### config.mk
export PLATFORM = sky130hd
export DESIGN_NAME = conv_frame_loader
export DESIGN_NICKNAME = d
export VERILOG_FILES = /design/src/rtl/conv_pkg.sv /design/src/rtl/frame_index_counter.sv /design/src/rtl/conv_frame_loader.sv
export SDC_FILE = /design/constraint.sdc
export NUM_CORES = 1
export LEC_CHECK = 0
export BUFFER_PORTS_ARGS = -buffer_cell sky130_fd_sc_hd__buf_2
export CORE_MARGIN = 5
export CORE_UTILIZATION = 30
export DETAILED_ROUTE_END_ITERATION = 8
export MAX_ROUTING_LAYER = met4
export PLACE_DENSITY = 0.56
export SLEW_MARGIN = 20
export SYNTH_ARGS = -nofsm -noshare
export SYNTH_HDL_FRONTEND = slang
export SYNTH_SLANG_ARGS = --single-unit
### constraint.sdc
create_clock -name clk -period 5.44 [get_ports clk]
set_input_delay 0.544 -clock clk [delete_from_list [all_inputs] [get_ports clk]]
set_output_delay 0.544 -clock clk [all_outputs]
set_load 0.02 [all_outputs]
### src/rtl/conv_pkg.sv
// Frame geometry and loader state encoding shared by the loader and the
// convolution stage.
package conv_pkg;

    localparam int PIX_W = 8;
    localparam int ROWS  = 9;
    localparam int COLS  = 9;
    localparam int NPIX  = ROWS * COLS;
    localparam int IMG_W = NPIX * PIX_W;
    localparam int IDX_W = $clog2(NPIX);

    typedef enum logic [1:0] {
        IDLE,
        FILL,
        ISSUE,
        WAIT
    } ldr_state_t;

endpackage

### src/rtl/frame_index_counter.sv
// Raster write index for the frame loader.
// Load-to-1 wins over increment; the count saturates at NPIX-1.
module frame_index_counter #(
    parameter int NPIX  = 81,
    parameter int IDX_W = 7
) (
    input  logic             clk,
    input  logic             rst,
    input  logic             load_i,
    input  logic             inc_i,
    output logic [IDX_W-1:0] idx_o,
    output logic             last_o
);

    localparam logic [IDX_W-1:0] LAST_IDX = IDX_W'(NPIX - 1);

    logic [IDX_W-1:0] idx_q, idx_d;

    always_comb begin
        idx_d = idx_q;
        if (load_i) begin
            idx_d = IDX_W'(1);
        end else if (inc_i && (idx_q != LAST_IDX)) begin
            idx_d = idx_q + IDX_W'(1);
        end
    end

    always_ff @(posedge clk or negedge rst) begin
        if (!rst) begin
            idx_q <= '0;
        end else begin
            idx_q <= idx_d;
        end
    end

    assign idx_o  = idx_q;
    assign last_o = (idx_q == LAST_IDX);

endmodule

### src/rtl/conv_frame_loader.sv
// Assembles a raster pixel stream into one frame, issues it with a one-cycle
// enable, and holds it frozen until the convolution stage returns done.
module conv_frame_loader #(
    parameter int PIX_W = conv_pkg::PIX_W,
    parameter int ROWS  = conv_pkg::ROWS,
    parameter int COLS  = conv_pkg::COLS
) (
    input  logic                         clk,
    input  logic                         rst,
    input  logic [PIX_W-1:0]             pix_in,
    input  logic                         pix_valid,
    input  logic                         pix_sof,
    output logic                         pix_ready,
    output logic [ROWS*COLS*PIX_W-1:0]   IMG,
    output logic                         enable,
    input  logic                         done,
    output logic                         busy,
    output logic                         frame_err,
    output logic [7:0]                   frame_cnt
);

    import conv_pkg::*;

    localparam int NPIX_L  = ROWS * COLS;
    localparam int IDX_W_L = $clog2(NPIX_L);

    ldr_state_t state_q, state_d;

    logic                    ready_q, ready_d;
    logic                    enable_q, enable_d;
    logic                    busy_q, busy_d;
    logic                    err_q, err_d;
    logic [7:0]              cnt_q, cnt_d;

    logic [NPIX_L-1:0][PIX_W-1:0] img_q;
    logic [NPIX_L-1:0]            pix_we;

    logic                    xfer;
    logic                    idx_load, idx_inc, idx_last;
    logic [IDX_W_L-1:0]      idx, wr_idx;
    logic                    wr;

    // ready_q is the registered copy of "next state accepts", so it is the
    // authoritative gate for a transfer this cycle.
    assign xfer = pix_valid && ready_q;

    frame_index_counter #(
        .NPIX  (NPIX_L),
        .IDX_W (IDX_W_L)
    ) u_idx (
        .clk    (clk),
        .rst    (rst),
        .load_i (idx_load),
        .inc_i  (idx_inc),
        .idx_o  (idx),
        .last_o (idx_last)
    );

    always_comb begin
        state_d  = state_q;
        err_d    = 1'b0;
        idx_load = 1'b0;
        idx_inc  = 1'b0;
        wr       = 1'b0;
        wr_idx   = idx;
        case (state_q)
            IDLE: begin
                if (xfer) begin
                    if (pix_sof) begin
                        wr       = 1'b1;
                        wr_idx   = '0;
                        idx_load = 1'b1;
                        state_d  = FILL;
                    end else begin
                        err_d = 1'b1;
                    end
                end
            end
            FILL: begin
                if (xfer) begin
                    wr = 1'b1;
                    if (pix_sof) begin
                        wr_idx   = '0;
                        idx_load = 1'b1;
                        err_d    = 1'b1;
                    end else if (idx_last) begin
                        state_d = ISSUE;
                    end else begin
                        idx_inc = 1'b1;
                    end
                end
            end
            ISSUE: begin
                state_d = WAIT;
            end
            WAIT: begin
                if (done) begin
                    state_d = IDLE;
                end
            end
            default: begin
                state_d = IDLE;
            end
        endcase
    end

    // Outputs are registered off the next state so they line up with it.
    always_comb begin
        ready_d  = (state_d == IDLE) || (state_d == FILL);
        enable_d = (state_d == ISSUE);
        busy_d   = (state_d != IDLE);
        cnt_d    = cnt_q + ((state_d == ISSUE) ? 8'd1 : 8'd0);
    end

    always_ff @(posedge clk or negedge rst) begin
        if (!rst) begin
            state_q  <= IDLE;
            ready_q  <= 1'b0;
            enable_q <= 1'b0;
            busy_q   <= 1'b0;
            err_q    <= 1'b0;
            cnt_q    <= '0;
        end else begin
            state_q  <= state_d;
            ready_q  <= ready_d;
            enable_q <= enable_d;
            busy_q   <= busy_d;
            err_q    <= err_d;
            cnt_q    <= cnt_d;
        end
    end

    for (genvar p = 0; p < NPIX_L; p++) begin : g_pix
        assign pix_we[p] = wr && (wr_idx == IDX_W_L'(p));

        always_ff @(posedge clk or negedge rst) begin
            if (!rst) begin
                img_q[p] <= '0;
            end else if (pix_we[p]) begin
                img_q[p] <= pix_in;
            end
        end
    end

    assign pix_ready = ready_q;
    assign enable    = enable_q;
    assign busy      = busy_q;
    assign frame_err = err_q;
    assign frame_cnt = cnt_q;
    assign IMG       = img_q;

endmodule

# == Word level (Yosys, flattened, before mapping) ==
# Index checks and enable logic that the tools add are counted.
# word_totals
ff_bits,669
inputBits,13
word_cells,292
# op_classes
addsub,2
n_eq_ne,87
muxes,25
n_reduce_logical,90
# ops
op,count
$eq A7 B6 Y1 const B,32
$eq A7 B7 Y1 const B,18
$eq A7 B5 Y1 const B,16
$logic_and A1 B1 Y1,83
$eq A7 B4 Y1 const B,8
$mux W7,5
$eq A7 B3 Y1 const B,4
$eq A7 B2 Y1 const B,2
$mux W2,6
$mux W1,11
$add A8 B1 Y8,1
$pmux W2 S4,1
$add A7 B1 Y7 const B,1
$eq A7 B1 Y1 const B,1
$logic_not A7 Y1,1
$ne A7 B7 Y1 const B,1
$eq A2 B2 Y1 const B,3
$eq A2 B1 Y1 const B,2
$logic_not A2 Y1,2
$pmux W1 S2,2
$reduce_bool A2 Y1,2
$reduce_or A2 Y1,1
$logic_or A1 B1 Y1,1

# == Logic depth before layout (Yosys ltp) ==
# logic_depth
depth_word,8
mapped_depth,11
mapped_depth_nobuf,9

# == Cells and area by module ==
# A second synthesis with hierarchy kept.
# hier_totals
hier_cells,1624
hier_area_um2,26515.4
# by_module_without_submodules
mod,instances,cells_each,area_each_um2,seq_area_each_um2
conv_frame_loader,1,1579,26075.0,16565.9
frame_index_counter,1,45,440.4,175.2

# == Worst setup path before layout ==
# Ideal clock, no wire load.
# synth_path
path_kind,in2reg
start,input port pix_sof
end,"register cnt_q[6], in the netlist frame_cnt[6]"
setup_time_ns,0.080
arrival_ns,2.190
setup_slack_ns,3.171
path_stages,10
path_cell_list,nor4bb_1 -> clkbuf_1 -> clkbuf_1 -> nand2_1 -> nor2_1 -> ha_1 -> ha_1 -> nand3_1 -> nor2_1 -> xor2_1
# synth_between
elab_chain_cells,6
# synth_lines
element,line_no,rtl
"start, declared",conv_frame_loader.sv:12,"input logic pix_sof,"
$mux W2 (on tied branches),"conv_frame_loader.sv:82, conv_frame_loader.sv:69",
$mux W2 (on tied branches),"conv_frame_loader.sv:80, conv_frame_loader.sv:68",
$pmux W2 S4 (*),conv_frame_loader.sv:66,case (state_q)
$eq A2 B2 Y1 (*),-,
named net enable_d,conv_frame_loader.sv:30,"logic enable_q, enable_d;"
$mux W1 (*),conv_frame_loader.sv:112,cnt_d = cnt_q + ((state_d == ISSUE) ? 8'd1 : 8'd0);
$add A8 B1 Y8 (*),conv_frame_loader.sv:112,
named net cnt_d[6],conv_frame_loader.sv:33,"logic [7:0] cnt_q, cnt_d;"
"end signal, assigned",conv_frame_loader.sv:129,cnt_q <= cnt_d;
"end, declared",conv_frame_loader.sv:33,
# Mark *: on every way through the listed nets, which the timed path passes. The rest lies on a longest branch.
# A chain may end at the register's enable or synchronous reset.

# == Worst setup path in the final report ==
# layout_path
start,"register u_idx.idx_q[1], in the netlist u_idx.idx_o[1]"
end,"register img_q, in the netlist IMG[340]"
# layout_between
elab_chain_cells,5
# layout_lines
element,line_no,rtl
"start, declared",frame_index_counter.sv:17,"logic [IDX_W-1:0] idx_q, idx_d;"
"start signal, assigned",frame_index_counter.sv:32,idx_q <= idx_d;
$mux W7,"conv_frame_loader.sv:69, conv_frame_loader.sv:82",
$mux W7,conv_frame_loader.sv:80,if (xfer) begin
$mux W7 (*),-,
$eq A7 B6 Y1 (*),conv_frame_loader.sv:134,assign pix_we[p] = wr && (wr_idx == IDX_W_L'(p));
$logic_and A1 B1 Y1 (*),conv_frame_loader.sv:134,
"end signal, assigned by index",conv_frame_loader.sv:140,img_q[p] <= pix_in;
"end, declared",conv_frame_loader.sv:35,logic [NPIX_L-1:0][PIX_W-1:0] img_q;
# Every way passes the cells marked *; elsewhere a longest branch is shown, timed or not.

==> impl_metrics.env <==
export IMPL_skew_ns=0.01634
export IMPL_clk_latency_ns=0.61
export IMPL_grt_pass1_wl_um=135100
export IMPL_synth_compound_area_share_pct=0.6453
export IMPL_htreeDepth=3
export IMPL_dp_hpwl_um=63890
export IMPL_outcome="complete, no violations"
export IMPL_synth_area_leaders="dfrtp_1 (63%), mux2_2 (27%), clkbuf_1 (1.2%)"
export IMPL_crit_type="flip-flop to flip-flop"
export IMPL_antenna_found_initial=8
export IMPL_slew_headroom_pct=26.65
export IMPL_io_pins=673
export IMPL_yosysUniqueCellTypes=57
export IMPL_cts_tree="built"
export IMPL_synth_top_family_by_area="multiplexers"
export IMPL_fmax_mhz=279.0
export IMPL_layout_commonest_cell="dfrtp_1"
export IMPL_synth_simple_area_share_pct=5.944
export IMPL_root_buffer="clkbuf_16"
export IMPL_hold_viol_final=0
export IMPL_gr_usage_met1_pct=23.97
export IMPL_drv_cap=0
export IMPL_netlist_area_sq_um=26570
export IMPL_dp_cells=3414
export IMPL_synth_adder_area_share_pct=0.1884
export IMPL_die_w_um=307.6
export IMPL_syn_inst=1691
export IMPL_reg2reg_slack_ns=1.86
export IMPL_crit_required_ns=5.92
export IMPL_overflow=0
export IMPL_hold_path_class="primary input to flip-flop"
export IMPL_ant_nets=0
export IMPL_cts_path_max_buffers=3
export IMPL_first_iter_violations=907
export IMPL_drcViolationCount=0
export IMPL_grt_use_met3_pct=5.570
export IMPL_grt_pass1_vias=18560
export IMPL_critPathMaxFanout=28
export IMPL_grt_setup_unrepaired="false"
export IMPL_area_growth_pct=26.55
export IMPL_wire_per_inst_um=26.48
export IMPL_synth_edf_count=0
export IMPL_gp_congestion=0.7863
export IMPL_worst_slew_pin_slew_ns=1.085
export IMPL_grt_util_all_layers_pct=19.94
export IMPL_num_vias=17180
export IMPL_grt_busiest_layer="met2"
export IMPL_synth_xor_area_share_pct=0.1978
export IMPL_holdPathStages=4
export IMPL_hold_start="done"
export IMPL_nFillCells=8431
export IMPL_reg2reg_to="IMG[340]"
export IMPL_clock_sinks=669
export IMPL_clk_pin_slew_ns=0.06
export IMPL_initial_core_util_pct=30.15
export IMPL_yosysSeqAreaShare_pct=63.02
export IMPL_numCtsBuffers=77
export IMPL_timing_rr_start="u_idx.idx_o[1]"
export IMPL_yosysTopAreaCell="dfrtp_1"
export IMPL_critPathCaptureType="flip-flop"
export IMPL_viasPerCell=4.837
export IMPL_yosys_register_bits=669
export IMPL_synth_avg_cell_area_sq_um=15.71
export IMPL_layout_cells_non_filler=3552
export IMPL_synth_flop_cell="dfrtp_1"
export IMPL_post_route_period_util_pct=65.90
export IMPL_synthMuxAreaShare_pct=27.69
export IMPL_layout_common_cells="dfrtp_1 (666), buf_2 (663), mux2_2 (630), clkbuf_16 (80), nand4_1 (40)"
export IMPL_fin_nets=2346
export IMPL_ir_drop_mv=0.2505
export IMPL_hold_end="busy"
export IMPL_finalSetupViolCount=0
export IMPL_power_mw=12.04
export IMPL_drive_above_1_share_pct=62.49
export IMPL_row_count=109
export IMPL_fp_coreArea_sq_um=88100
export IMPL_drt_wl_total_um=94060
export IMPL_tns_ns=0
export IMPL_powerDensity_nw_per_um2=358.2
export IMPL_use_met2_pct=32.66
export IMPL_maxSlewViolCount=0
export IMPL_fp_dieH_um=307.6
export IMPL_port_buffers=672
export IMPL_synth_nets=1708
export IMPL_drt_first_pass_iters=5
export IMPL_worstPathArrival_ns=4.07
export IMPL_die_area_sq_um=94600
export IMPL_yosys_warnings=0
export IMPL_power_leakage_nw=18.68
export IMPL_synth_top_area_share_pct=63.02
export IMPL_reg2regPathDepth=3
export IMPL_async_reset_ff_share_pct=100.0
export IMPL_grt_max_degree=181
export IMPL_worstSetupStartpointType="flip-flop"
export IMPL_period_needed_ns=3.585
==> through the flow <==
step           instance area (sq um)  hold slack (ns)  worst slack [ns]  utilization [%]
4_1_cts                        33610           0.1811             1.809            38.15
6_report                       33620           0.2340             1.855            38.16
2_1_floorplan                  26570           0.2484             3.171                -
3_3_place_gp                   31090           0.4686             1.649            35.29
5_1_grt                        33620           0.2111             1.685            38.16
3_5_place_dp                   31110           0.4780             1.583            35.31
==> power breakdown <==
part / leakage (nW) / switching, mW / internal (mW) / total (mW)
combinational: 8.23 / 0.979 / 0.475 / 1.45
sequential: 9.24 / 0.227 / 5.24 / 5.46
clock: 1.21 / 2.08 / 3.04 / 5.13
==> cell families after synthesis <==
| kind of cell | Yosys count |
|---|---|
| buffers and inverters | 138 |
| AOI/OAI and AO/OA | 24 |
| muxes | 652 |
| adders and majority gates | 4 |
| DFF | 669 |
| xor gates and xnor gates | 6 |
| and+or+nand+nor | 198 |
==> per-layer routing <==
metal  up-vias  share of wire (%)
li1       7359                  -
met1      9096                 41
met2       571                 49
met3       155                7.0
met4         0                3.5
met5         -                  0
==> what timing repair did <==
action                     CTS  global route
gates resized for setup      0             0
setup buffers                0             0
hold buffers                 1             0
hold endpoints to repair    71             0
setup endpoints to repair    0             0
==> layout make-up <==
type,instances,area [sq um],area share (%)
Multi-Input combinational cell,884,9304,27.68
Sequential cell,669,16750,49.82
Inverter,4,15.01,0.04466
Timing Repair Buffer,693,3598,10.70
Clock inverter,23,257.7,0.7667
Clock buffer,113,2236,6.651
Antenna cell,1,2.502,0.007444
Tap cell,1165,1458,4.336
==> worst max-delay path, cell delays in order (launching register included) <==
cell      delay, ns
dfrtp_1        1.07
nor4bb_4       1.10
nand4_1        0.76
mux2_2         0.51
==> state kept, by name (all words and copies together) (netlist names) <==
register,cells
IMG,648
frame_cnt,8
u_idx.idx_o,7
state_q,2
busy,1
enable,1
frame_err,1
pix_ready,1
==> how the worst max path moves through the flow <==
stage / endpoint / startpoint / cells past startpoint
global route: IMG[373] / pix_ready / 4
floorplan: frame_cnt[6] / pix_sof / 10
CTS: IMG[373] / pix_ready / 4
finish: IMG[340] / u_idx.idx_o[1] / 3
global placement: IMG[374] / pix_sof / 5
detailed placement: IMG[373] / pix_sof / 5
==> cell usage after synthesis, types with 8 or more instances <==
library cell    n
o21ai_0        11
dfrtp_1       669
nor2b_1        12
buf_1          10
buf_2          26
nand4_1        40
nand2_1        11
nor4_4         10
buf_4           9
mux2_2        630
and2_1         10
mux2i_1        12
nand3_1        37
mux2_4          8
clkbuf_1       85
No activity file was read; power rests on OpenSTA's default activity.
